--- src/rtl/ascii_hex_parser.sv ---
// ASCII hex token parser: folds hex digit strings into binary words, one word per
// terminated token, with error pulses for illegal characters and over-long tokens.
module ascii_hex_parser #(
  parameter int unsigned DATA_WIDTH = 32
) (
  input  logic                  clk,
  input  logic                  rst_n,
  input  logic [7:0]            rx_data,
  input  logic                  rx_valid,
  output logic                  rx_ready,
  output logic [DATA_WIDTH-1:0] word_out,
  output logic                  word_valid,
  input  logic                  word_ready,
  output logic [4:0]            digit_count,
  output logic                  err_invalid,
  output logic                  err_overflow
);

  localparam int unsigned MaxDigits = DATA_WIDTH / 4;

  typedef enum logic [1:0] {StIdle, StAccum, StHold, StDiscard} state_e;

  state_e                state_q, state_d;
  logic [DATA_WIDTH-1:0] acc_q, acc_d;
  logic [DATA_WIDTH-1:0] word_q, word_d;
  logic [4:0]            count_q, count_d;
  logic [4:0]            dcount_q, dcount_d;
  logic                  err_inv_q, err_inv_d;
  logic                  err_ovf_q, err_ovf_d;

  logic       accept;
  logic       is_digit;
  logic       is_term;
  logic       is_invalid;
  logic       at_max;
  logic [3:0] nibble;

  // Character classification and digit value.
  always_comb begin
    is_digit = 1'b1;
    is_term  = 1'b0;
    nibble   = 4'd0;
    if (rx_data >= 8'h30 && rx_data <= 8'h39) begin
      nibble = rx_data[3:0];
    end else if ((rx_data >= 8'h41 && rx_data <= 8'h46) ||
                 (rx_data >= 8'h61 && rx_data <= 8'h66)) begin
      nibble = rx_data[3:0] + 4'd9;
    end else begin
      is_digit = 1'b0;
      is_term  = (rx_data == 8'h0D) || (rx_data == 8'h0A) || (rx_data == 8'h20);
    end
  end

  assign is_invalid = !is_digit && !is_term;
  assign accept     = rx_valid && rx_ready;
  assign at_max     = (count_q == 5'(MaxDigits));

  always_ff @(posedge clk) begin
    if (!rst_n) begin
      state_q <= StIdle;
    end else begin
      state_q <= state_d;
    end
  end

  always_comb begin
    state_d = state_q;
    unique case (state_q)
      StIdle: begin
        if (accept && is_digit) begin
          state_d = StAccum;
        end else if (accept && is_invalid) begin
          state_d = StDiscard;
        end
      end
      StAccum: begin
        if (accept && is_term) begin
          state_d = StHold;
        end else if (accept && (is_invalid || at_max)) begin
          state_d = StDiscard;
        end
      end
      StHold: begin
        if (word_ready) begin
          state_d = StIdle;
        end
      end
      StDiscard: begin
        if (accept && is_term) begin
          state_d = StIdle;
        end
      end
    endcase
  end

  // Both handshake outputs come straight from the registered state.
  always_comb begin
    rx_ready     = (state_q != StHold);
    word_valid   = (state_q == StHold);
    word_out     = word_q;
    digit_count  = dcount_q;
    err_invalid  = err_inv_q;
    err_overflow = err_ovf_q;
  end

  always_comb begin
    acc_d     = acc_q;
    count_d   = count_q;
    word_d    = word_q;
    dcount_d  = dcount_q;
    err_inv_d = 1'b0;
    err_ovf_d = 1'b0;
    unique case (state_q)
      StIdle: begin
        if (accept && is_digit) begin
          acc_d   = DATA_WIDTH'(nibble);
          count_d = 5'd1;
        end else if (accept && is_invalid) begin
          err_inv_d = 1'b1;
        end
      end
      StAccum: begin
        if (accept && is_digit) begin
          if (at_max) begin
            err_ovf_d = 1'b1;
          end else begin
            acc_d   = (acc_q << 4) | DATA_WIDTH'(nibble);
            count_d = count_q + 5'd1;
          end
        end else if (accept && is_invalid) begin
          err_inv_d = 1'b1;
        end else if (accept && is_term) begin
          word_d   = acc_q;
          dcount_d = count_q;
        end
      end
      StHold: begin
        if (word_ready) begin
          acc_d   = '0;
          count_d = 5'd0;
        end
      end
      StDiscard: begin
        if (accept && is_term) begin
          acc_d   = '0;
          count_d = 5'd0;
        end
      end
    endcase
  end

  always_ff @(posedge clk) begin
    if (!rst_n) begin
      acc_q     <= '0;
      count_q   <= 5'd0;
      word_q    <= '0;
      dcount_q  <= 5'd0;
      err_inv_q <= 1'b0;
      err_ovf_q <= 1'b0;
    end else begin
      acc_q     <= acc_d;
      count_q   <= count_d;
      word_q    <= word_d;
      dcount_q  <= dcount_d;
      err_inv_q <= err_inv_d;
      err_ovf_q <= err_ovf_d;
    end
  end

endmodule

--- config.mk ---
export PLATFORM = sky130hd
export DESIGN_NAME = ascii_hex_parser
export DESIGN_NICKNAME = d
export VERILOG_FILES = /design/src/rtl/ascii_hex_parser.sv
export SDC_FILE = /design/constraint.sdc
export NUM_CORES = 1
export LEC_CHECK = 0
export ABC_CLOCK_PERIOD_IN_PS = 1800
export BUFFER_PORTS_ARGS = -buffer_cell sky130_fd_sc_hd__buf_2
export CAP_MARGIN = 20
export CORE_UTILIZATION = 49
export CTS_CLUSTER_DIAMETER = 50
export CTS_CLUSTER_SIZE = 24
export DETAILED_ROUTE_END_ITERATION = 16
export MAX_ROUTING_LAYER = met4
export PLACE_DENSITY = 0.81
export SYNTH_ARGS = -nofsm -noshare
export SYNTH_HDL_FRONTEND = slang
export SYNTH_SLANG_ARGS = --single-unit
--- constraint.sdc ---
create_clock -name clk -period 1.8 [get_ports clk]
set_input_delay 0.09 -clock clk [delete_from_list [all_inputs] [get_ports clk]]
set_output_delay 0.09 -clock clk [all_outputs]
set_load 0.01 [all_outputs]
**After elaboration in Yosys (flattened, before gate mapping)**

Index checks and enable logic that the tools add are counted.

- Add/subtract/negate cells: 2
- Magnitude comparators: 6
- Equal/unequal tests: 15
- Multiplexer cells: 27
- Bitwise logic cells: 5
- Reductions and logical operators: 22

Operators by type and width:

| cell | number |
|---|---|
| 32-bit 2-to-1 mux | 5 |
| 32-bit one-hot mux with 4 select lines | 1 |
| 32-bit by 4-bit bitwise OR with 32-bit output | 1 |
| 5-bit 2-to-1 mux | 5 |
| 5-bit one-hot mux with 4 select lines | 1 |
| 8-bit by 4-bit equality test with 1-bit output, second input constant | 2 |
| 8-bit by 7-bit greater-or-equal comparator with 1-bit output, second input constant | 2 |
| 8-bit by 7-bit <= comparator with 1-bit output, second input constant | 2 |
| 2-bit 2-to-1 mux | 6 |
| 2-bit inequality test, second input constant | 5 |
| 1-bit logical AND | 9 |
| 8-bit by 6-bit equality test with 1-bit output, second input constant | 1 |
| 8-bit by 6-bit greater-or-equal comparator with 1-bit output, second input constant | 1 |
| 8-bit by 6-bit <= comparator with 1-bit output, second input constant | 1 |
| 4-bit 2-to-1 mux | 2 |
| 2-bit one-hot mux with 4 select lines | 1 |
| 4-bit AND reduction | 2 |
| 1-bit 2-to-1 mux | 6 |
| 3-bit inequality test, second input constant | 2 |
| 5-bit by 1-bit adder with 5-bit output, second input constant | 1 |
| 5-bit by 4-bit equality test with 1-bit output, second input constant | 1 |
| 5-bit AND reduction | 1 |
| 4-bit adder, second input constant | 1 |
| 2-bit equality test, second input constant | 2 |
| other kinds (9) | 16 |

- Register bits after elaboration: 78
- Input bits: 12
- Output and inout bits: 41
- Logic and storage cells: 84

**Depth between registers and ports, before layout**

Gate-level depths: netlist of run 1.

- Depth after elaboration: 12
- Depth in mapped cells: 9
- Gate-level depth less buffers: 7

**Worst setup path before layout of run 1**

OpenSTA, ideal clock, no wires.

- Path kind: register to register
- Start point: register count_q[0]
- End point: register count_q[1]
- Library setup time: 0.059 ns
- Data arrival time: 1.698 ns
- Path slack: 0.044 ns
- Stages on the path, launching flop included: 9
- Buffers on the path: 2
- Period minus slack after synthesis: 1.756 ns
- Cells stage by stage: dfxtp_1 -> inv_1 -> ha_1 -> or4bb_1 -> nor2_1 -> o211a_1 -> buf_6 -> buf_6 -> a22o_1

- Word-level cells in the longest chain between the ends: 4
- Elaborated cells between the ends (all ways): 7
- Those cells by class: 1 x add/sub; 2 x eq/ne; 3 x mux; 1 x reduce/logical

RTL lines:

| item | RTL line | source |
|---|---|---|
| from (decl) | 26 | `logic [4:0] count_q, count_d;` |
| from (signal assigned) | 162 | `count_q <= count_d;` |
| 5-bit by 1-bit adder with 5-bit output | 128 | `count_d = count_q + 5'd1;` |
| 5-bit 2-to-1 mux | 124 | `if (at_max) begin` |
| 5-bit 2-to-1 mux | 123 | `if (accept && is_digit) begin` |
| 5-bit one-hot mux with 4 select lines | 113 | `unique case (state_q)` |

Parallel ways exist; a longest one is shown, timed or not. The select of a mux whose other input is x is not followed.
A chain may end at the register's enable or synchronous reset.

**Final worst setup path of run 1**

- Start point: register count_q[0]
- End point: register acc_q[25]

- Word-level cells in the longest chain between the ends: 3

RTL lines:

| item | RTL line | source |
|---|---|---|
| 5-bit by 4-bit equality test with 1-bit output | 56 | `assign at_max = (count_q == 5'(MaxDigits));` |
| 2-bit inequality test (no line) | - |  |
| 5-bit AND reduction (no line) | - |  |
| to (signal assigned) | 154 | `acc_q <= '0;` |
| to (signal assigned) | 161 | `acc_q <= acc_d;` |
| to (decl) | 24 | `logic [DATA_WIDTH-1:0] acc_q, acc_d;` |

Every way passes these cells.

==> out/qor.csv, run 1 <==
metric,value,unit
rsz0062_at_grt,true,
yosys.cell_types.count,41,
reg2reg_from,count_q[0],
clock_latency,0.35,ns
slew_headroom,57.2,%
numClockSinks,78,
cpPeakStageDelay,0.49,ns
syn2layout_area_growth,27.3,%
cts_tree,yes,
grt_use_met1,27.8,%
antenna_cells,0,
critPathKind,flip-flop to flip-flop,
start_kind,flip-flop,
grt_usage,22.5,%
crit_start,count_q[0],
tightest_slew,0.641,ns
ys_ff_latch,78,
layout-drive-gt1-share,28.1,%
reg2reg_slack,-0.004,ns
start_util,50.9,%
synth_area_per_cell,9.22,um2
synth_top_area_share,51.8,%
dp_slack,-0.318,ns
ios,53,
antenna_found_initial,0,
arrival,2.10,ns
drt-initial-drc-count,194,
crit_chain,inv_2 -> ha_4 -> or4bb_4 -> nor2_4 -> o211a_1 -> bufbuf_16 -> a22o_1,
rows,28,
post-route-period-util,100,%
nFillCells,481,
hold_violations,0,
final_nets,418,
violations,negative setup slack,
skew,0.00996,ns
min_path_cells,4,
reg2reg_to,acc_q[25],
grt_remaining_overflow,0,
grt_max_degree,38,
setup_viol,1,
gp_congestion,0.879,
leakagePower,1.58,nW
maxCapViolCount,0,
ant_nets,0,
rr_worst_depth,7,
critPathCaptureType,flip-flop,
ir_worst_vdd,590,uV
power_density,899,mW/mm2
grt_pass1_vias,2339,
multi_input_area,0.00137,mm2
yosysTopAreaCell,dfxtp_1,
seq_area,0.00157,mm2
crit_fanout,14,
hold_path_class,input port to flip-flop,
min-delay-start,word_ready,
die_y,80.4,um
syn-cell-area,0.00302,mm2
period_minus_slack,1.80,ns
grt_use_met3,4.20,%
drv_slew,0,
grtUsageMet2,34.4,%
whs_endpoint,state_q[1],
wl_per_cell,14.4,um
cts_made_buffers,9,
fmax,554,MHz
htreeDepth,3,
grt_pass1_wl,10700,um
ys_warn_count,0,
coreArea,0.00592,mm2
seq_area_frac_synth,51.8,%
viasPerCell,5.38,
vias,2580,
die_w,80.4,um
netlist_instances,327,
totalWireLength,6910,um
clk_pin_slew,0.08,ns
drtPass1Iterations,4,
outcome,"complete, but fails checks",
fin_ws,-0.00422,ns
fin_area,0.00384,mm2
cts_buffer_depth,2,
ys_top_cells_by_area,"dfxtp_1 52%, nand2_1 10%, a22o_1 8.4%",
required,2.09,ns
slowest_stage,or4bb_4,
die_area,0.00647,mm2
cts_root_buffer,clkbuf_8,
syn_nets,345,
dpl-instance-area,0.00348,mm2
drt_drc_violations_left,0,
portBuffers,52,
hpwl,4350,um
busiest_layer,met2,
## cell usage after synthesis, drive strengths merged
cell      n
a2111o    1
a21oi    40
a22o     29
a31o      3
a31oi     1
a32oi     2
and2      2
and3      4
buf      10
clkbuf   10
dfxtp    78
ha        6
inv       8
mux2i     6
nand2    83
nand2b    2
nand3     5
nand4     2
nand4bb   1
nor2      5
nor2b     3
nor3      2
nor4b     1
nor4bb    1
o2111ai   1
o211a     1
o21ai     7
o21bai    1
o221a     1
o311a     1
o31ai     3
o32ai     1
or3b      1
or4       3
or4bb     1
xnor2     1
## power breakdown
group          internal [W]  total, W  switching, W  leakage, nW
registers           0.00173   0.00174    0.00000377        0.630
logic              0.000120  0.000260      0.000140        0.841
clock network      0.000822   0.00146      0.000635        0.110
## worst max path at each step
stage | to | slack, ns
2_1_floorplan | count_q[1] | 0.04
3_3_place_gp | acc_q[20] | -0.17
3_5_place_dp | acc_q[30] | -0.32
4_1_cts | acc_q[7] | 0.01
5_1_grt | acc_q[25] | -0.05
6_report | acc_q[25] | -0.004
## final cells by class
type	count	area share, %
clock buffer	11	3.68
clock inverter	5	2.12
inverter	8	0.782
multi-input combinational	221	35.6
sequential	78	40.8
tap	75	2.44
timing repair buffer	82	14.6
## cells by family after synthesis
group                      count (synthesis)  share of synthesized area, %
and+or+nand+nor                          116                          17.2
AOI/OAI and AO/OA                         92                          21.7
DFF                                       78                          51.8
buffers and inverters                     28                          4.48
muxes                                      6                          1.99
adders and majority gates                  6                          2.49
xor gates and xnor gates                   1                         0.291
## per-stage QoR
step	setup TNS [ns]	power (W)	utilization, %	hold slack [ns]	instances
after floorplan	0	0.00190	-	0.191	327
after global placement	-5.64	0.00198	58.8	0.341	459
after detailed placement	-10.97	0.00199	58.8	0.345	459
after CTS	0	0.00344	63.7	0.159	478
after global routing	-0.706	0.00357	64.9	0.197	480
final	-0.00422	0.00345	64.9	0.189	480
## worst max-delay path: cells and delay by family, from the launching register on
kind / cells / cell delay [ns]
AND/OR/NAND/NOR: 2 / 0.60
adder cells (fa/ha/maj): 1 / 0.13
AO/OA/AOI/OAI: 2 / 0.33
flip-flops: 1 / 0.33
buffers and inverters: 2 / 0.36
## placed cells by master, fill, tap and decap left out, types with 2 or more instances in the layout
master	n
a21oi_1	39
a22o_1	29
a31o_2	3
and2_1	2
and3_1	4
buf_12	2
buf_2	52
buf_4	24
bufinv_16	2
clkbuf_8	10
dfxtp_1	75
dfxtp_2	3
ha_1	5
inv_1	6
inv_2	2
mux2i_1	6
nand2_1	83
nand2b_1	2
nand3_1	5
nand4_1	2
nor2_1	3
nor2_4	2
nor2b_1	3
nor3_1	2
o21ai_0	4
o21ai_1	2
o31ai_1	3
or4_1	3
## flip-flops by register name, summed over array words and instances (netlist names)
register and count:
state_q 2, word_out 32, digit_count 5, count_q 5, err_invalid 1, err_overflow 1, acc_q 32
## timing repair
item,4_1_cts,5_1_grt
hold endpoints to repair,1,0
gates resized for setup,4,10
setup endpoints to repair,31,31
gates cloned,1,1
pin swaps,2,1
buffers inserted,1,1
hold buffers,1,0
## metal layers
metal / up-vias / routed length, um
li1: 1295 / -
met1: 1200 / 3150
met2: 73 / 3330
met3: 12 / 274
met4: 0 / 143
met5: - / 0
Note: power is estimated with default switching activity, not from simulation.
==> inputs of run 2 (changes only) <==
Settings changed: CORE_UTILIZATION 49 to 39, PLACE_DENSITY 0.81 to default.
==> run 2 against run 1 <==
The flow now finishes without violations. Total power is 4.8% lower. Clock skew grew 0.00052 ns. Routed wire length is 3.2% lower. Combinational power is 10% lower. Setup slack better by 0.070 ns. Design area decreased by 1.0%. Maximum frequency grew 4.0%. Die area is 25% higher. Via count down 0.66%. Largest power group unchanged. Critical path depth did not move. Cell count up 5.2%. Hold slack worse by 0.027 ns.
==> out/qor.csv, run 2 (synthesized netlist as in run 1, its figures left out) <==
metric,value,unit,change
ios,53,,unchanged
leakagePower,1.54,nW,-2.8%
vias,2563,,-0.66%
die_area,0.00809,mm2,+25%
hold_violations,0,,unchanged
maxCapViolCount,0,,unchanged
grt_usage,17.7,%,-4.8 points
clk_pin_slew,0.08,ns,about the same
syn2layout_area_growth,26.1,%,
antenna_found_initial,0,,unchanged
cts_tree,yes,,
most-common-layout-cells,"83 x nand2_1, 77 x dfxtp_1, 52 x buf_2, 39 x a21oi_1, 29 x a22o_1",,
hold_path_class,input port to flip-flop,,
internal_power,0.00248,W,-7.2%
final_nets,419,,+0.24%
seq_power_share,52.8,%,+2.5 points
die_w,89.9,um,+12%
layout-drive-gt1-share,27.1,%,-1.1 points
clock_latency,0.36,ns,about the same
start_kind,flip-flop,,
portBuffers,52,,unchanged
cts_root_buffer,clkbuf_8,,
ir_worst_vdd,647,uV,+9.6%
switchingPower,0.000805,W,+3.3%
setup_viol,0,,-1
seq_area,0.00156,mm2,-0.16%
numClockSinks,78,,unchanged
outcome,"complete, no violations",,
antenna_cells,0,,unchanged
fmax,577,MHz,+4.0%
crit_fanout,2,,-12
rsz0062_at_grt,false,,
nFillCells,758,,+58%
rows,31,,+11%
hpwl,4500,um,+3.5%
skew,0.0105,ns,+0.000517 ns
power.share.switching,24.5,%,+1.9 points
drt-initial-drc-count,78,,-60%
grt_max_degree,38,,unchanged
totalWireLength,6690,um,-3.2%
power_density,865,mW/mm2,-3.8%
tns,0,ns,+0.00422 ns
gp_congestion,0.829,,-5.7%
comb_power_share,7.1,%,-0.4 points
cts_made_buffers,9,,unchanged
drv_slew,0,,unchanged
multi_input_area,0.00136,mm2,-0.91%
finish.utilization,51.6,%,-13 points
grt_pass1_vias,2355,,+0.68%
grt_pass1_wl,11200,um,+5.1%
post-route-period-util,96.4,%,-3.9 points
cts_buffer_depth,2,,unchanged
final_cells,505,,+5.2%
coreArea,0.00737,mm2,+24%
grt_remaining_overflow,0,,unchanged
layout_commonest_cell,nand2_1,,
power,0.00329,W,-4.8%
viasPerCell,5.08,,-5.6%
p_clk_share,40.1,%,-2.1 points
htreeDepth,3,,unchanged
period_minus_slack,1.73,ns,-0.0696 ns
ant_nets,0,,unchanged
required,2.05,ns,-0.04 ns
slew_headroom,64.3,%,+7.2 points
dp.cells,486,,+5.9%
critPathKind,flip-flop to flip-flop,,
drtPass1Iterations,4,,unchanged
arrival,1.98,ns,-0.12 ns
critPathCaptureType,flip-flop,,
wl_per_cell,13.2,um,-8.0%
start_util,40.9,%,-10 points
drt_drc_violations_left,0,,unchanged
die_y,89.9,um,+12%
tightest_slew,0.531,ns,-0.109 ns
==> run 2: per-stage QoR <==
step           hold slack [ns]  instance area (um2)  setup WS, ns
4_1_cts                  0.141                 3750      0.000413
3_3_place_gp             0.351                 3530        -0.230
3_5_place_dp             0.350                 3530        -0.272
6_report                 0.162                 3800        0.0654
2_1_floorplan            0.191                 3020        0.0439
5_1_grt                  0.194                 3800       0.00904
==> run 2: final cells by class <==
type,instances,share of cell area [%]
sequential,78,41.1
multi-input combinational,222,35.7
timing repair buffer,82,14.0
clock buffer,10,3.36
tap,99,3.26
clock inverter,6,1.84
inverter,8,0.790
==> run 2: path summary, 6_finish.rpt <==
kind                  startpoint        endpoint  slack [ns]  depth (start not counted)
setup / recovery      count_q[0]      count_q[2]        0.07                          7
hold / removal        word_ready      state_q[1]        0.16                          4
setup reg to reg      count_q[0]      count_q[2]        0.07                          7
hold reg to reg   digit_count[1]  digit_count[1]        0.45                          2
==> run 2: per-layer routing <==
layer | vias up | share of wire [%] | global-route usage, %
li1 | 1303 | - | -
met1 | 1203 | 51 | 24.1
met2 | 49 | 44 | 25.1
met3 | 8 | 3.8 | 5.41
met4 | 0 | 1.8 | 5.51
met5 | - | 0 | -
==> run 2: power by group through the flow <==
stage	Clock (W)	Combinational (W)	Sequential, W
3_3_place_gp	0	0.000211	0.00178
6_report	0.00132	0.000233	0.00174
2_1_floorplan	0	0.000124	0.00178
4_1_cts	0.00134	0.000216	0.00174
5_1_grt	0.00143	0.000255	0.00174
3_5_place_dp	0	0.000213	0.00178
==> run 2: critical path, cell delays in order (launching register included) <==
cell,delay (ns)
dfxtp_1,0.32
inv_1,0.06
ha_1,0.16
or4bb_4,0.49
buf_4,0.16
o21ai_1,0.11
nor2_1,0.08
o221a_2,0.26
==> run 2: what timing repair did <==
action / CTS / global route
setup endpoints to repair: 29 / 30
pin swaps: 0 / 1
endpoints found under the hold margin: 1 / 0
cloned: 0 / 2
buffers inserted: 0 / 0
gates resized for setup: 3 / 5
hold buffers: 1 / 0
